<file path="src/rtl/reconstructor_dividendo_if.sv">
// Request/result bundle for the dividend reconstructor: operands in, dividend and status out.
interface reconstructor_dividendo_if #(
  parameter int tamanyo = 32
);
  logic                   start;
  logic [tamanyo-1:0]     coc;
  logic [tamanyo-1:0]     denominador;
  logic [tamanyo-1:0]     res;
  logic [2*tamanyo-1:0]   numerador;
  logic                   done;
  logic                   busy;
  logic                   res_invalido;

  modport master (
    output start, coc, denominador, res,
    input  numerador, done, busy, res_invalido
  );

  modport slave (
    input  start, coc, denominador, res,
    output numerador, done, busy, res_invalido
  );
endinterface

</file>
<file path="src/rtl/reconstructor_dividendo.sv">
// Rebuilds a dividend as coc*denominador+res with a serial shift-and-add multiplier
// (one quotient bit per cycle), flagging operand triples a divider could not produce.
module reconstructor_dividendo #(
  parameter int tamanyo = 32
) (
  input  logic clk,
  input  logic rst_n,
  reconstructor_dividendo_if.slave bus
);
  localparam int cnt_w = $clog2(tamanyo) + 1;

  typedef enum logic [1:0] {IDLE, CALC, FIN} state_t;

  state_t                 state_reg;
  logic [tamanyo-1:0]     coc_reg;
  logic [tamanyo-1:0]     den_reg;
  logic [tamanyo-1:0]     res_reg;
  logic [2*tamanyo-1:0]   acc_reg;
  logic [2*tamanyo-1:0]   den_sh_reg;
  logic [2*tamanyo-1:0]   numerador_reg;
  logic [cnt_w-1:0]       cnt_reg;
  logic                   done_reg;
  logic                   busy_reg;
  logic                   invalido_reg;
  logic                   accept;

  // Requests are only taken when idle or in the final cycle (back-to-back).
  assign accept = bus.start && (state_reg == IDLE || state_reg == FIN);

  always_ff @(posedge clk) begin
    if (!rst_n) begin
      state_reg     <= IDLE;
      coc_reg       <= '0;
      den_reg       <= '0;
      res_reg       <= '0;
      acc_reg       <= '0;
      den_sh_reg    <= '0;
      numerador_reg <= '0;
      cnt_reg       <= '0;
      done_reg      <= 1'b0;
      busy_reg      <= 1'b0;
      invalido_reg  <= 1'b0;
    end else begin
      done_reg     <= 1'b0;
      invalido_reg <= 1'b0;

      // The FIN cycle publishes the result; done/numerador appear on the following cycle.
      if (state_reg == FIN) begin
        done_reg      <= 1'b1;
        numerador_reg <= acc_reg;
        invalido_reg  <= (res_reg >= den_reg);
      end

      if (accept) begin
        coc_reg    <= bus.coc;
        den_reg    <= bus.denominador;
        res_reg    <= bus.res;
        acc_reg    <= {{tamanyo{1'b0}}, bus.res};
        den_sh_reg <= {{tamanyo{1'b0}}, bus.denominador};
        cnt_reg    <= '0;
        busy_reg   <= 1'b1;
        state_reg  <= CALC;
      end else begin
        case (state_reg)
          IDLE: begin
            busy_reg <= 1'b0;
          end
          CALC: begin
            if (coc_reg[0])
              acc_reg <= acc_reg + den_sh_reg;
            den_sh_reg <= den_sh_reg << 1;
            coc_reg    <= coc_reg >> 1;
            cnt_reg    <= cnt_reg + 1'b1;
            if (cnt_reg == cnt_w'(tamanyo - 1)) begin
              busy_reg  <= 1'b0;
              state_reg <= FIN;
            end
          end
          FIN: begin
            busy_reg  <= 1'b0;
            state_reg <= IDLE;
          end
          default: begin
            busy_reg  <= 1'b0;
            state_reg <= IDLE;
          end
        endcase
      end
    end
  end

  assign bus.numerador    = numerador_reg;
  assign bus.done         = done_reg;
  assign bus.busy         = busy_reg;
  assign bus.res_invalido = invalido_reg;
endmodule

</file>
<file path="src/flat_wrapper.sv">
// flat-port wrapper written by rule: the top's interface ports become plain ports
module reconstructor_dividendo_flat 
#(
  parameter int tamanyo = 32
)
  (clk, rst_n, bus_start, bus_coc, bus_denominador, bus_res, bus_numerador, bus_done, bus_busy, bus_res_invalido);
  reconstructor_dividendo_if #(.tamanyo(tamanyo)) bus_i ();
  input  logic clk;
  input  logic rst_n;
  input wire logic [$bits(bus_i.start)-1:0] bus_start;
  input wire logic [$bits(bus_i.coc)-1:0] bus_coc;
  input wire logic [$bits(bus_i.denominador)-1:0] bus_denominador;
  input wire logic [$bits(bus_i.res)-1:0] bus_res;
  output wire logic [$bits(bus_i.numerador)-1:0] bus_numerador;
  output wire logic [$bits(bus_i.done)-1:0] bus_done;
  output wire logic [$bits(bus_i.busy)-1:0] bus_busy;
  output wire logic [$bits(bus_i.res_invalido)-1:0] bus_res_invalido;
  assign bus_i.start = bus_start;
  assign bus_i.coc = bus_coc;
  assign bus_i.denominador = bus_denominador;
  assign bus_i.res = bus_res;
  assign bus_numerador = bus_i.numerador;
  assign bus_done = bus_i.done;
  assign bus_busy = bus_i.busy;
  assign bus_res_invalido = bus_i.res_invalido;
  reconstructor_dividendo #(.tamanyo(tamanyo)) u_core (.clk(clk), .rst_n(rst_n), .bus(bus_i));
endmodule
</file>
<file path="config.mk">
export PLATFORM = sky130hd
export DESIGN_NAME = reconstructor_dividendo_flat
export DESIGN_NICKNAME = d
export VERILOG_FILES = /design/src/rtl/reconstructor_dividendo_if.sv /design/src/rtl/reconstructor_dividendo.sv /design/src/flat_wrapper.sv
export SDC_FILE = /design/constraint.sdc
export NUM_CORES = 1
export LEC_CHECK = 0
export ABC_AREA = 1
export ABC_CLOCK_PERIOD_IN_PS = 4300
export BUFFER_PORTS_ARGS = -buffer_cell sky130_fd_sc_hd__buf_2
export CORE_UTILIZATION = 30
export CTS_CLUSTER_SIZE = 12
export DETAILED_ROUTE_END_ITERATION = 12
export GPL_TIMING_DRIVEN = 0
export PLACE_DENSITY = 0.5
export SETUP_SLACK_MARGIN = 0.15
export SLEW_MARGIN = 30
export SYNTH_ARGS = -nofsm -noshare
export SYNTH_HDL_FRONTEND = slang
export SYNTH_SLANG_ARGS = --single-unit
</file>
<file path="constraint.sdc">
create_clock -name clk -period 4.3 [get_ports clk]
set_clock_uncertainty 0.2 [all_clocks]
set_input_delay 0.86 -clock clk [delete_from_list [all_inputs] [get_ports clk]]
set_output_delay 0.86 -clock clk [all_outputs]
set_load 0.01 [all_outputs]
</file>
After elaboration in Yosys (flattened, before gate mapping)
Index checks and enable logic that the tools add are counted.
{"block": "totals", "out_inout_bits": 67, "in_bits": 99, "wordCells": 50, "ff_bits": 299}
{"block": "classes", "n_reduce_logical": 11, "muxes": 14, "n_lt_le_gt_ge": 1, "bitwise_logic": 2, "eq_ne": 6, "n_addsub": 2}
{"cell": "32-bit two-way mux", "count": 7}
{"cell": "64-bit adder", "count": 1}
{"cell": "32-bit >= comparator", "count": 1}
{"cell": "2-bit AND reduction", "count": 5}
{"cell": "6-bit by 1-bit adder with 6-bit output (second input constant)", "count": 1}
{"cell": "6-bit by 5-bit equality test with 1-bit output (second input constant)", "count": 1}
{"cell": "1-bit two-way mux", "count": 5}
{"cell": "2-bit by 1-bit inequality test with 1-bit output (second input constant)", "count": 2}
{"cell": "2-bit one-hot mux with 2 select lines", "count": 1}
{"cell": "2-bit nonzero test", "count": 2}
{"cell": "3-bit by 1-bit inequality test with 1-bit output (second input constant)", "count": 1}
{"cell": "2-bit by 1-bit equality test with 1-bit output (second input constant)", "count": 1}
{"cell": "2-bit equality test (second input constant)", "count": 1}
{"cell": "2-bit logical NOT", "count": 1}
{"cell": "2-bit two-way mux", "count": 1}
{"cell": "1-bit inverter", "count": 2}
{"cell": "2-bit OR reduction", "count": 1}
{"cell": "1-bit logical AND", "count": 1}
{"cell": "1-bit logical OR", "count": 1}

Logic depth before layout (Yosys ltp)
{"block": "logic_depth", "ltp_word": 5, "ltp_mapped": 18, "mapped_depth_nobuf": 18}

Worst setup path before layout
No wires, ideal clock.
{"block": "synth_path", "path_type": "reg2reg", "from": "register u_core.acc_reg[0]", "to": "register u_core.acc_reg[44]", "path_buffers": 0, "t_arrival_ns": 1.882, "period_less_slack_ns": 2.190, "stages_incl_launch_ff": 18, "setup_ns": 0.109, "required_time_ns": 3.991, "setup_slack_ns": 2.110, "cell_sequence": "dfxtp_1 -> ha_1 -> inv_1 -> fa_1 -> inv_1 -> nand3_1 -> nand2_4 -> nand2_2 -> nand2_2 -> nand2_2 -> nand2_2 -> nand2_2 -> nand2_2 -> nand2_1 -> nand3_1 -> nand3_1 -> nand2_1 -> inv_1"}
{"block": "synth_via", "elab_chain_cells": 1}
{"item": "start, declared", "line": "reconstructor_dividendo.sv:18", "text": "logic [2*tamanyo-1:0] acc_reg;"}
{"item": "start signal, assigned", "line": "reconstructor_dividendo.sv:58", "text": "acc_reg <= {{tamanyo{1'b0}}, bus.res};"}
{"item": "start signal, assigned", "line": "reconstructor_dividendo.sv:70", "text": "acc_reg <= acc_reg + den_sh_reg;"}
{"item": "64-bit adder", "line": "reconstructor_dividendo.sv:70"}
No other way between the ends.
A chain may end at the register's enable or synchronous reset.

Final worst setup path
{"block": "layout_path", "from": "register u_core.acc_reg[0]", "to": "register u_core.acc_reg[56]"}
The elaborated chain is that of the path after synthesis.

==> results_dict.tcl <==
set metrics [dict create \
    clock-root-buffer "clkbuf_16" \
    critPathRequiredTime_ns 4.55 \
    yosys.cell_types.count 41 \
    power_density_mw_per_mm2 370 \
    cts.hold.buffers_added 0 \
    timing.critical_path.mode_cell "nand3_1" \
    total_leakage_power_nw 10.2 \
    io_buffer_count 165 \
    mostFrequentLayoutCell "nand2_1" \
    first_global_vias 16700 \
    synth_nets 3004 \
    maxSlewViolCount 0 \
    synth_area_leader_cell "dfxtp_1" \
    grt_util_all_layers_pct 21.9 \
    timing.max_slew.rel_slack_pct 31.7 \
    power.share.sequential_pct 40.2 \
    final_layout_size_suffix_gt1_share_pct 10.8 \
    power_frac_clock_pct 43.5 \
    path_clk_slew_ns 0.06 \
    synth_cells 2808 \
    groute.layer.met2.usage_pct 34.2 \
    critical-path-max-stage-delay_ns 0.41 \
    global_route.peak_usage_layer "met2" \
    met3_track_demand_over_resource_in_global_routing_pct 3.52 \
    hold_class "flip-flop to flip-flop" \
    yosys_register_bits 299 \
    drtAntennaViolNets 0 \
    final_design_area_no_fill_mm2 0.0207 \
    critical_path_cell_by_cell "ha_1 -> inv_1 -> fa_1 -> inv_1 -> nand3_1 -> nand2_4 -> nand2_2 -> nand2_2 -> nand2_1 -> nand3_2 -> nand3_1 -> nand3_1 -> nand3_1 -> nand2_1 -> inv_1" \
    critPathCaptureType "flip-flop" \
    number_of_failing_hold_endpoints_at_the_final_stage 0 \
    worst-endpoint-arrival_ns 3.24 \
    std_cell_rows 88 \
    layoutNonFillerInstCount 3810 \
    path_buf_inv 3 \
    cp_max_fo 5 \
    tritoncts_num_sinks 299 \
    num_io_pins 166 \
    setup-violations-final 0 \
    drc 0 \
    ir_drop_mv 0.218 \
    p_sw_share_pct 30.2 \
    maximum_number_of_pins_on_one_net_before_global_route_repair 13 \
    post-synth-top-area-fraction_pct 34.1 \
    internal_power_w 0.00535 \
    finalWirelength_um 65900 \
    finish.net_count 3210 \
    status "complete, no violations" \
    clk_latency_ns 0.58 \
    post-cts-setup-buffers 0 \
    tritoncts_clock_tree "done" \
    finish.utilization_pct 35.8 \
    timing.critical_path.max_delay_family "simple AND/OR/NAND/NOR gates" \
    wl_per_cell_um 17.3 \
    grt_pass1_wl_um 99800 \
    whs_ns 0.265 \
    detailed_place_hpwl_um 53700 \
    cell_with_the_biggest_individual_delay_on_the_critical_path "fa_1" \
    timing.setup.tns_ns 0 \
    dieHeight_um 244 \
    globalRouteMet1Util_pct 31.2 \
    cap_viol_max_count 0 \
    ctsResizeCount 0 \
    antenna_violations_before_repair 12 \
    maxClockFrequency_ghz 0.334 \
    areaGrowthSynthToFinish_pct 17.7 \
    drt_first_iter_violations 1204 \
    tritoncts.num_buffers 38 \
    dpl-instance-area_mm2 0.0194 \
    worst-slew-pin-transition_ns 1.02 \
    ys_top_cells_by_area "dfxtp_1 34%, nand2_1 20%, inv_1 9.2%" \
    synth.yosys.warnings 0 \
    post_synth.cell_area_avg_um2 6.26 \
    power.net_switching_w 0.00231 \
    first_pass_iters 5 \
    die_area_mm2 0.0596 \
    avgViaCountPerCell 4.67 \
    grt_setup_unrepaired "false" \
    cp-start-kind "flip-flop" \
    gr-total-overflow 0 \
    number_of_placed_cells_counting_well_taps 3739 \
    route.vias.total 17800 \
    mostFrequentLayoutCells "939 x nand2_1, 433 x inv_1, 299 x dfxtp_1, 235 x nor2_1, 189 x buf_2" \
    ratio_of_final_minimum_period_to_clock_period_pct 69.6 \
    fp.dieW_um 244 \
    gp_routability_congestion 0.961 \
    seq_area_frac_synth_pct 34.1 \
    starting_density_of_the_core_pct 30.4 \
    critical_path_class "flip-flop to flip-flop" \
    combPwrFrac_pct 16.3 \
    core_region_area_mm2 0.0578 \
    cts_max_level 2 \
    cts.path.max_buffers 3 \
    cell_area_after_synthesis_mm2 0.0176 \
    finalCriticalPeriod_ns 2.99 \
]
power groups by stage:
stage	Combinational, W	Sequential (W)	Clock (W)
after floorplan	0.000805	0.00309	0
after global placement	0.00124	0.00313	0
after detailed placement	0.00124	0.00313	0
after CTS	0.00125	0.00307	0.00341
after global routing	0.00140	0.00310	0.00351
final	0.00125	0.00308	0.00333
per-layer routing:
metal  wire [um]  up-vias
li1            -     9254
met1       32300     8037
met2       28200      420
met3        3860       83
met4        1460       14
met5          87        -
final timing paths:
path | from | endpoint | slack (ns) | cells past startpoint
setup reg to reg | u_core.acc_reg[0]$_SDFFE_PN0P_ | u_core.acc_reg[56]$_SDFFE_PP0P_ | 1.31 | 15
hold / removal | u_core.coc_reg[11]$_SDFFE_PN0P_ | u_core.coc_reg[11]$_SDFFE_PN0P_ | 0.26 | 2
hold reg to reg | u_core.coc_reg[11]$_SDFFE_PN0P_ | u_core.coc_reg[11]$_SDFFE_PN0P_ | 0.26 | 2
setup / recovery | u_core.acc_reg[0]$_SDFFE_PN0P_ | u_core.acc_reg[56]$_SDFFE_PP0P_ | 1.31 | 15
synthesized netlist by cell type:
master and instances:
a211oi_1 1, a21oi_1 179, a221oi_1 5, a31oi_1 54, and2_1 2, buf_1 11, buf_2 24, buf_4 2
clkbuf_1 68, clkinv_1 1, dfxtp_1 299, fa_1 1, ha_1 96, inv_1 433, inv_2 10, nand2_1 939
nand2_2 30, nand2_4 2, nand3_1 93, nand3_2 5, nand3b_1 12, nand4_1 8, nor2_1 235, nor2_2 12
nor2_4 2, nor3_1 13, nor3_2 2, nor4_1 3, nor4_2 2, o211ai_1 3, o21a_1 26, o21ai_0 183
o21ai_1 2, o21bai_1 3, o221ai_1 1, o22ai_1 32, o31ai_1 1, or2_1 1, or2_2 7, xnor2_1 2
xor2_1 3
logic make-up after synthesis:
group,Yosys count,synth area share (%)
AND/OR/NAND/NOR,1368,31.6
buffers and inverters,549,11.9
AO/OA/AOI/OAI,490,15.2
flip-flops,299,34.1
adder cells (fa/ha/maj),97,6.95
XOR/XNOR,5,0.249
worst register-to-register path: stages (launching register included):
cell and delay [ns]:
dfxtp_1 0.38, ha_1 0.31, inv_1 0.09, fa_1 0.41
inv_1 0.16, nand3_1 0.14, nand2_4 0.13, nand2_2 0.06
nand2_2 0.15, nand2_1 0.09, nand3_2 0.18, nand3_1 0.23
nand3_1 0.16, nand3_1 0.09, nand2_1 0.07, inv_1 0.03
final cells by class:
cell class              instances  area, um2
well taps                     765        957
clock buffers                  51       1070
fillers                      6516      37100
multi-input cells            1960       9490
diodes                          3       7.51
plain buffers                 105        434
clock inverters                17        213
flip-flops and latches        299       5990
inverters                     444       1670
repair buffers                166        853
per-stage QoR:
| stage | total power [W] | setup slack (ns) |
|---|---|---|
| 4_1_cts | 0.00773 | 1.36 |
| 3_5_place_dp | 0.00438 | 1.31 |
| 5_1_grt | 0.00801 | 1.17 |
| 3_3_place_gp | 0.00437 | 1.08 |
| 2_1_floorplan | 0.00389 | 2.11 |
| 6_report | 0.00766 | 1.31 |
Note: power is estimated with default switching activity, not from simulation.
